### src/rtl/f_add_pkg.sv
// f_add_pkg: shared constants for the FP-add scheduler and the Versat F_Add
// unit configuration.
//   FADD_LATENCY : pipeline depth of the shared iob_fp_add instance
//   id_w()       : width of a requester id for a given requester count
package f_add_pkg;

    localparam int FADD_LATENCY = 5;

    // Requester id width; a single requester still gets a 1-bit id.
    function automatic int id_w(input int n);
        return (n > 1) ? $clog2(n) : 1;
    endfunction

endpackage

### src/rtl/f_add_sched_rr_arbiter.sv
// rr_arbiter: combinational round-robin arbiter.
//   req  : request vector
//   ptr  : highest-priority index; search runs upward from it, wrapping
//   gnt  : one-hot grant, zero when no request
module rr_arbiter #(
    parameter int NREQ = 4,
    parameter int ID_W = 2
) (
    input  logic [NREQ-1:0] req,
    input  logic [ID_W-1:0] ptr,
    output logic [NREQ-1:0] gnt
);

    logic [2*NREQ-1:0] dbl, back;
    logic [NREQ-1:0]   rot, pick;

    always_comb begin
        // Rotate so ptr lands on bit 0, isolate the lowest set bit, rotate back.
        dbl  = {req, req} >> ptr;
        rot  = dbl[NREQ-1:0];
        pick = rot & (~rot + NREQ'(1));
        back = {pick, pick} << ptr;
        gnt  = back[2*NREQ-1:NREQ];
    end

endmodule

### src/rtl/iob_fp_add.sv
// iob_fp_add: pipelined IEEE-754 adder, one operand pair accepted per cycle.
// The sum is computed combinationally from the operand inputs and then
// delayed through LATENCY register stages.
//   clk_i, rst_i        : clock, asynchronous active-high reset
//   start_i             : operand pair valid; done_o is start_i delayed
//   op_a_i, op_b_i      : operands
//   res_o               : sum
//   overflow_o          : result exponent saturated to infinity
//   underflow_o         : result too small, flushed to zero
//   exception_o         : an operand was Inf/NaN; result is a quiet NaN
// Subnormal inputs are treated as zero; rounding truncates.
module iob_fp_add #(
    parameter int DATA_W  = 32,
    parameter int EXP_W   = 8,
    parameter int LATENCY = 5
) (
    input  logic              clk_i,
    input  logic              rst_i,
    input  logic              start_i,
    output logic              done_o,
    input  logic [DATA_W-1:0] op_a_i,
    input  logic [DATA_W-1:0] op_b_i,
    output logic [DATA_W-1:0] res_o,
    output logic              overflow_o,
    output logic              underflow_o,
    output logic              exception_o
);

    localparam int MAN_W = DATA_W - EXP_W - 1;
    // carry + hidden bit + mantissa + 3 guard bits
    localparam int SUM_W = MAN_W + 5;
    localparam logic [EXP_W-1:0] EXP_MAX = '1;

    logic [DATA_W-1:0] big, sml;
    logic [EXP_W-1:0]  dexp;
    logic [MAN_W:0]    mb, ms;
    logic [SUM_W-2:0]  al;
    logic [SUM_W-1:0]  sum;
    logic [MAN_W-1:0]  man;
    int                lead, e_res;
    logic [DATA_W-1:0] res_c;
    logic              ovf_c, unf_c, exc_c;

    always_comb begin
        // Order by magnitude so the difference is never negative.
        if (op_a_i[DATA_W-2:0] >= op_b_i[DATA_W-2:0]) begin
            big = op_a_i;
            sml = op_b_i;
        end else begin
            big = op_b_i;
            sml = op_a_i;
        end
        mb   = (big[DATA_W-2:MAN_W] == '0) ? '0 : {1'b1, big[MAN_W-1:0]};
        ms   = (sml[DATA_W-2:MAN_W] == '0) ? '0 : {1'b1, sml[MAN_W-1:0]};
        dexp = big[DATA_W-2:MAN_W] - sml[DATA_W-2:MAN_W];
        al   = {ms, 3'b000} >> dexp;
        if (big[DATA_W-1] == sml[DATA_W-1])
            sum = {1'b0, mb, 3'b000} + {1'b0, al};
        else
            sum = {1'b0, mb, 3'b000} - {1'b0, al};
        lead = 0;
        for (int i = 0; i < SUM_W; i++)
            if (sum[i]) lead = i;
        // Leading one normally sits at MAN_W+3; each position off moves the exponent.
        e_res = int'(big[DATA_W-2:MAN_W]) + lead - (MAN_W + 3);
        // Shift the leading one to the top bit, then drop it and the guard bits.
        man   = MAN_W'((sum << (SUM_W - 1 - lead)) >> 4);
        res_c = {big[DATA_W-1], e_res[EXP_W-1:0], man};
        ovf_c = 1'b0;
        unf_c = 1'b0;
        exc_c = 1'b0;
        if (big[DATA_W-2:MAN_W] == EXP_MAX || sml[DATA_W-2:MAN_W] == EXP_MAX) begin
            exc_c = 1'b1;
            res_c = {1'b0, EXP_MAX, 1'b1, {(MAN_W-1){1'b0}}};
        end else if (sum == '0) begin
            res_c = '0;
        end else if (e_res <= 0) begin
            unf_c = 1'b1;
            res_c = '0;
        end else if (e_res >= int'(EXP_MAX)) begin
            ovf_c = 1'b1;
            res_c = {big[DATA_W-1], EXP_MAX, {MAN_W{1'b0}}};
        end
    end

    logic [LATENCY-1:0]                vld_pipe;
    logic [LATENCY-1:0][DATA_W+2:0]    dat_pipe;

    always_ff @(posedge clk_i or posedge rst_i) begin
        if (rst_i) begin
            vld_pipe <= '0;
            dat_pipe <= '0;
        end else begin
            vld_pipe[0] <= start_i;
            dat_pipe[0] <= {exc_c, ovf_c, unf_c, res_c};
            for (int i = 1; i < LATENCY; i++) begin
                vld_pipe[i] <= vld_pipe[i-1];
                dat_pipe[i] <= dat_pipe[i-1];
            end
        end
    end

    assign done_o      = vld_pipe[LATENCY-1];
    assign exception_o = dat_pipe[LATENCY-1][DATA_W+2];
    assign overflow_o  = dat_pipe[LATENCY-1][DATA_W+1];
    assign underflow_o = dat_pipe[LATENCY-1][DATA_W];
    assign res_o       = dat_pipe[LATENCY-1][DATA_W-1:0];

endmodule

### src/rtl/f_add_sched.sv
// f_add_sched: shares one pipelined FP adder between NREQ requesters.
// Round-robin grant, one accept per cycle; a {valid,id} tag line matched to
// the adder latency labels each result with its requester.
//   clk, rst            : clock, asynchronous active-high reset
//   en                  : grant enable (in-flight work still drains when low)
//   req_valid/req_ready : per-requester handshake, req_ready one-hot or zero
//   req_a, req_b        : packed operands, requester i at [i*DATA_W +: DATA_W]
//   res_valid/id/data   : one-cycle result strobe, requester id, sum (0 if idle)
//   busy, inflight      : operations issued and not yet returned
module f_add_sched
    import f_add_pkg::*;
#(
    parameter int DATA_W   = 32,
    parameter int NREQ     = 4,
    parameter int LATENCY  = FADD_LATENCY,
    localparam int ID_W    = id_w(NREQ),
    localparam int CNT_W   = $clog2(LATENCY + 2)
) (
    input  logic                   clk,
    input  logic                   rst,
    input  logic                   en,
    input  logic [NREQ-1:0]        req_valid,
    output logic [NREQ-1:0]        req_ready,
    input  logic [NREQ*DATA_W-1:0] req_a,
    input  logic [NREQ*DATA_W-1:0] req_b,
    output logic                   res_valid,
    output logic [ID_W-1:0]        res_id,
    output logic [DATA_W-1:0]      res_data,
    output logic                   busy,
    output logic [CNT_W-1:0]       inflight
);

    logic [NREQ-1:0]   gnt;
    logic [ID_W-1:0]   ptr, gnt_id, iss_id;
    logic [DATA_W-1:0] sel_a, sel_b, op_a, op_b, add_res;
    logic              accept, iss_v;
    logic [LATENCY-1:0]           vld_pipe;
    logic [LATENCY-1:0][ID_W-1:0] id_pipe;
    logic [3:0]        fadd_unused;

    rr_arbiter #(.NREQ(NREQ), .ID_W(ID_W)) u_arb (
        .req (req_valid),
        .ptr (ptr),
        .gnt (gnt)
    );

    assign req_ready = (en && !rst) ? gnt : '0;
    assign accept    = |req_ready;

    always_comb begin
        gnt_id = '0;
        sel_a  = '0;
        sel_b  = '0;
        for (int i = 0; i < NREQ; i++) begin
            if (gnt[i]) begin
                gnt_id = ID_W'(i);
                sel_a  = req_a[i*DATA_W +: DATA_W];
                sel_b  = req_b[i*DATA_W +: DATA_W];
            end
        end
    end

    always_ff @(posedge clk or posedge rst) begin
        if (rst) begin
            ptr      <= '0;
            iss_v    <= 1'b0;
            iss_id   <= '0;
            op_a     <= '0;
            op_b     <= '0;
            vld_pipe <= '0;
            id_pipe  <= '0;
            inflight <= '0;
        end else begin
            iss_v <= accept;
            if (accept) begin
                ptr    <= (gnt_id == ID_W'(NREQ - 1)) ? '0 : gnt_id + ID_W'(1);
                iss_id <= gnt_id;
                op_a   <= sel_a;
                op_b   <= sel_b;
            end
            vld_pipe[0] <= iss_v;
            id_pipe[0]  <= iss_id;
            for (int i = 1; i < LATENCY; i++) begin
                vld_pipe[i] <= vld_pipe[i-1];
                id_pipe[i]  <= id_pipe[i-1];
            end
            // Bounded by LATENCY+1 since results retire in accept order.
            case ({accept, res_valid})
                2'b10:   inflight <= inflight + CNT_W'(1);
                2'b01:   inflight <= inflight - CNT_W'(1);
                default: inflight <= inflight;
            endcase
        end
    end

    // Adder always runs; only tag-valid slots are ever presented.
    iob_fp_add #(.DATA_W(DATA_W), .EXP_W(8), .LATENCY(LATENCY)) u_fadd (
        .clk_i       (clk),
        .rst_i       (rst),
        .start_i     (1'b1),
        .done_o      (fadd_unused[0]),
        .op_a_i      (op_a),
        .op_b_i      (op_b),
        .res_o       (add_res),
        .overflow_o  (fadd_unused[1]),
        .underflow_o (fadd_unused[2]),
        .exception_o (fadd_unused[3])
    );

    assign res_valid = vld_pipe[LATENCY-1];
    assign res_id    = id_pipe[LATENCY-1];
    assign res_data  = res_valid ? add_res : '0;
    assign busy      = (inflight != '0);

endmodule

### config.mk
export PLATFORM = sky130hd
export DESIGN_NAME = f_add_sched
export DESIGN_NICKNAME = d
export VERILOG_FILES = /design/src/rtl/f_add_pkg.sv /design/src/rtl/f_add_sched_rr_arbiter.sv /design/src/rtl/iob_fp_add.sv /design/src/rtl/f_add_sched.sv
export SDC_FILE = /design/constraint.sdc
export NUM_CORES = 1
export LEC_CHECK = 0
export BUFFER_PORTS_ARGS = -buffer_cell sky130_fd_sc_hd__buf_2
export CORE_UTILIZATION = 60
export DETAILED_ROUTE_END_ITERATION = 8
export GPL_ROUTABILITY_DRIVEN = 1
export GPL_TIMING_DRIVEN = 0
export MAX_ROUTING_LAYER = met4
export PLACE_DENSITY = 0.93
export SLEW_MARGIN = 10
export SYNTH_ARGS = -nofsm -noshare
export SYNTH_HDL_FRONTEND = slang
export SYNTH_SLANG_ARGS = --single-unit
### constraint.sdc
create_clock -name clk -period 38.3 [get_ports clk]
set_clock_uncertainty 0.15 [all_clocks]
set_input_delay 5.745 -clock clk [delete_from_list [all_inputs] [get_ports clk]]
set_output_delay 5.745 -clock clk [all_outputs]
set_load 0.05 [all_outputs]
==> impl_metrics.prom <==
# TYPE chip_impl_metric gauge
chip_impl_metric{name="layoutNonFillerInstCount",unit=""} 2992
chip_impl_metric{name="setup-violations-final",unit=""} 0
chip_impl_metric{name="finalHoldViolCount",unit=""} 0
chip_impl_metric{name="yosys.cell_types.count",unit=""} 108
chip_impl_metric{name="post-route-cell-area",unit="um^2"} 21730
chip_impl_info{name="ys.flop_type",value="dfrtp_1"} 1
chip_impl_metric{name="core_region_area",unit="um^2"} 30670
chip_impl_info{name="run_status",value="finished clean"} 1
chip_impl_metric{name="cts.reportedPaths.clkPinSlew",unit="ps"} 60
chip_impl_metric{name="drive_above_1_share",unit="%"} 17.25
chip_impl_metric{name="gp_congestion",unit=""} 1.122
chip_impl_metric{name="yosys_warnings",unit=""} 0
chip_impl_metric{name="htree_num_levels",unit=""} 1
chip_impl_metric{name="floorplan.die.height",unit="um"} 179.0
chip_impl_info{name="setup.worst_path.start_class",value="flop"} 1
chip_impl_metric{name="synth-edff-count",unit=""} 0
chip_impl_metric{name="vias",unit=""} 20530
chip_impl_metric{name="avgRoutedWirePerCell",unit="um"} 24.30
chip_impl_metric{name="netlist_area",unit="um^2"} 18800
chip_impl_metric{name="die_area",unit="um^2"} 32040
chip_impl_info{name="endpoint_kind",value="flop"} 1
chip_impl_metric{name="timing.max_slew.rel_slack",unit="%"} 15.64
chip_impl_metric{name="globalRoute.totalOverflow",unit=""} 0
chip_impl_metric{name="placement.io_buffers",unit=""} 305
chip_impl_metric{name="dp_hpwl",unit="um"} 57070
chip_impl_metric{name="number_of_standard_cell_rows_in_the_floorplan",unit=""} 64
chip_impl_metric{name="ctsLongestPathBuffers",unit=""} 3
chip_impl_info{name="cts-root-buf",value="clkbuf_16"} 1
chip_impl_metric{name="fill_cells",unit=""} 2430
chip_impl_metric{name="antenna_found_initial",unit=""} 8
chip_impl_metric{name="first_global_vias",unit=""} 19280
chip_impl_info{name="final_common_cell",value="buf_2"} 1
chip_impl_metric{name="timing.critical_path.fanout_max",unit=""} 10
chip_impl_metric{name="netlist_instances",unit=""} 2237
chip_impl_metric{name="synth_async_sr_flop_share",unit="%"} 100.0
chip_impl_metric{name="dpl_cell_area",unit="um^2"} 20850
chip_impl_info{name="most_frequent_cells_in_the_layout",value="317 x buf_2, 279 x nand2_1, 247 x dfrtp_1"} 1
chip_impl_metric{name="grt_max_degree",unit=""} 126
chip_impl_metric{name="seq_area_frac_synth",unit="%"} 32.88
chip_impl_metric{name="final_net_count",unit=""} 2926
chip_impl_metric{name="critPathRequiredTime",unit="ps"} 38590
chip_impl_metric{name="post_route_wl",unit="um"} 72690
chip_impl_metric{name="initial_utilization",unit="%"} 61.29
chip_impl_metric{name="groute.usage.overall",unit="%"} 46.17
chip_impl_info{name="path_common_cell",value="clkbuf_1"} 1
chip_impl_metric{name="grt_first_pass_wirelength",unit="um"} 109300
chip_impl_metric{name="detailedRoute.firstIterationViolations",unit=""} 3121
chip_impl_metric{name="numPlacedInstances",unit=""} 2939
chip_impl_metric{name="clock.fmax",unit="MHz"} 53.03
chip_impl_metric{name="final_critical_path_setup_slack",unit="ps"} 19440
chip_impl_metric{name="design.portCount",unit=""} 306
chip_impl_metric{name="synthToLayoutAreaGrowth",unit="%"} 15.59
chip_impl_metric{name="cts.sinks",unit=""} 247
chip_impl_metric{name="fp.dieW",unit="um"} 179.0
chip_impl_metric{name="slowest_delay",unit="ps"} 550
chip_impl_metric{name="holdBufCountCts",unit=""} 0
chip_impl_metric{name="cts_inserted_buffers",unit=""} 24
chip_impl_metric{name="detail_route.vias_per_cell",unit=""} 6.860
chip_impl_metric{name="final-max-slew-violation-count",unit=""} 0
chip_impl_metric{name="postSynthRegisterBits",unit=""} 247
chip_impl_metric{name="place_ws",unit="ps"} 20210
chip_impl_metric{name="detail_route.drc_violations",unit=""} 0
chip_impl_metric{name="post-route-min-period",unit="ps"} 18860
chip_impl_metric{name="synth_area_per_cell",unit="um^2"} 8.403
chip_impl_metric{name="clkLatencyLatePin",unit="ps"} 540
chip_impl_metric{name="worst-slew-pin-transition",unit="ps"} 1258
chip_impl_metric{name="final_antenna_net_count",unit=""} 0
chip_impl_metric{name="timing.max_cap.violations",unit=""} 0
chip_impl_info{name="worstSetupPathType",value="flop to flop"} 1
chip_impl_metric{name="dr.pass1.iters",unit=""} 9
chip_impl_metric{name="postCtsSetupBuffers",unit=""} 0
chip_impl_metric{name="mappedNetlistNets",unit=""} 2594
chip_impl_metric{name="tns",unit="ps"} 0
chip_impl_metric{name="cts.repair.resized",unit=""} 0
chip_impl_metric{name="period_share",unit="%"} 49.23
chip_impl_info{name="rsz0062_at_grt",value="false"} 1
chip_impl_info{name="crit_slowest_cell",value="clkbuf_1"} 1
chip_impl_info{name="cts_tree",value="yes"} 1
chip_impl_metric{name="worst-endpoint-arrival",unit="ps"} 19150
chip_impl_info{name="min-delay-path-class",value="flop to flop"} 1
-- cells by family after synthesis --
group	after synthesis	share of synthesized area, %
flip-flops	247	32.88
buffers and inverters	266	5.825
AO/OA/AOI/OAI	727	27.89
multiplexers	92	5.744
AND/OR/NAND/NOR	780	19.80
adder cells (fa/ha/maj)	94	6.377
XOR/XNOR	31	1.484
-- per-stage QoR --
step / hold WS (ps) / util [%]
2_1_floorplan: 181.2 / -
3_3_place_gp: 181.2 / 67.88
3_5_place_dp: 184.7 / 68.00
4_1_cts: 182.7 / 70.76
5_1_grt: 186.3 / 70.82
6_report: 184.6 / 70.84
-- final timing paths --
check,depth (start not counted),endpoint,startpoint,slack (ps)
setup reg to reg,71,u_fadd.dat_pipe[17],op_b[25],19440
hold reg to reg,0,u_fadd.res_o[21],u_fadd.dat_pipe[126],180
setup / recovery,71,u_fadd.dat_pipe[17],op_b[25],19440
min in group asynchronous,2,id_pipe[2],rst,5230
max in group asynchronous,3,u_fadd.dat_pipe[106],rst,31700
hold / removal,0,u_fadd.res_o[21],u_fadd.dat_pipe[126],180
-- registers in the layout, summed over array words and instances, names as in the netlist --
signal / flops
id_pipe: 8
ptr: 2
inflight: 3
res_id: 2
op_b: 32
iss_id: 2
u_fadd.dat_pipe: 128
vld_pipe: 5
iss_v: 1
u_fadd.res_o: 32
op_a: 32
-- Yosys cell counts, types with 48 or more instances --
library cell,count,area share [%]
a21oi_1,145,3.9
a211oi_1,53,2.1
ha_1,91,6.1
nand2_1,279,5.6
dfrtp_1,247,33
a31oi_1,89,3.0
mux2i_1,67,3.6
o21ai_0,89,2.4
o211ai_1,50,2.0
clkbuf_1,121,2.4
inv_1,106,2.1
nor2_1,191,3.8
and2_1,55,1.8
nand3_1,48,1.3
a222oi_1,64,3.4
-- per-layer routing --
layer / track usage [%] / up-vias / part of all wire, %
li1: - / 9015 / -
met1: 57.30 / 9816 / 39
met3: 12.83 / 261 / 12
met4: 20.30 / 0 / 4.7
met2: 70.08 / 1434 / 45
met5: - / - / 0
-- final cells by class --
class	instances	area (um^2)	share of cell area [%]
flip-flops and latches	247	6181	28.45
diodes	10	25.02	0.1152
inverters	109	419.2	1.929
clock inverters	10	122.6	0.5644
repair buffers	306	1554	7.152
well taps	396	495.5	2.280
multi-input cells	1724	11520	53.03
clock buffers	33	725.7	3.340
plain buffers	157	683.2	3.144
-- worst max-delay path: cells and delay by family, from the launching register on --
kind / cells / cell delay [ps]
buffers and inverters: 21 / 7000
flip-flops: 1 / 500
AND/OR/NAND/NOR: 21 / 3510
adder cells (fa/ha/maj): 7 / 2060
AO/OA/AOI/OAI: 22 / 5510
Power is not shown: default switching activity piles up to over one toggle a cycle in this logic, so the estimate is an artifact.
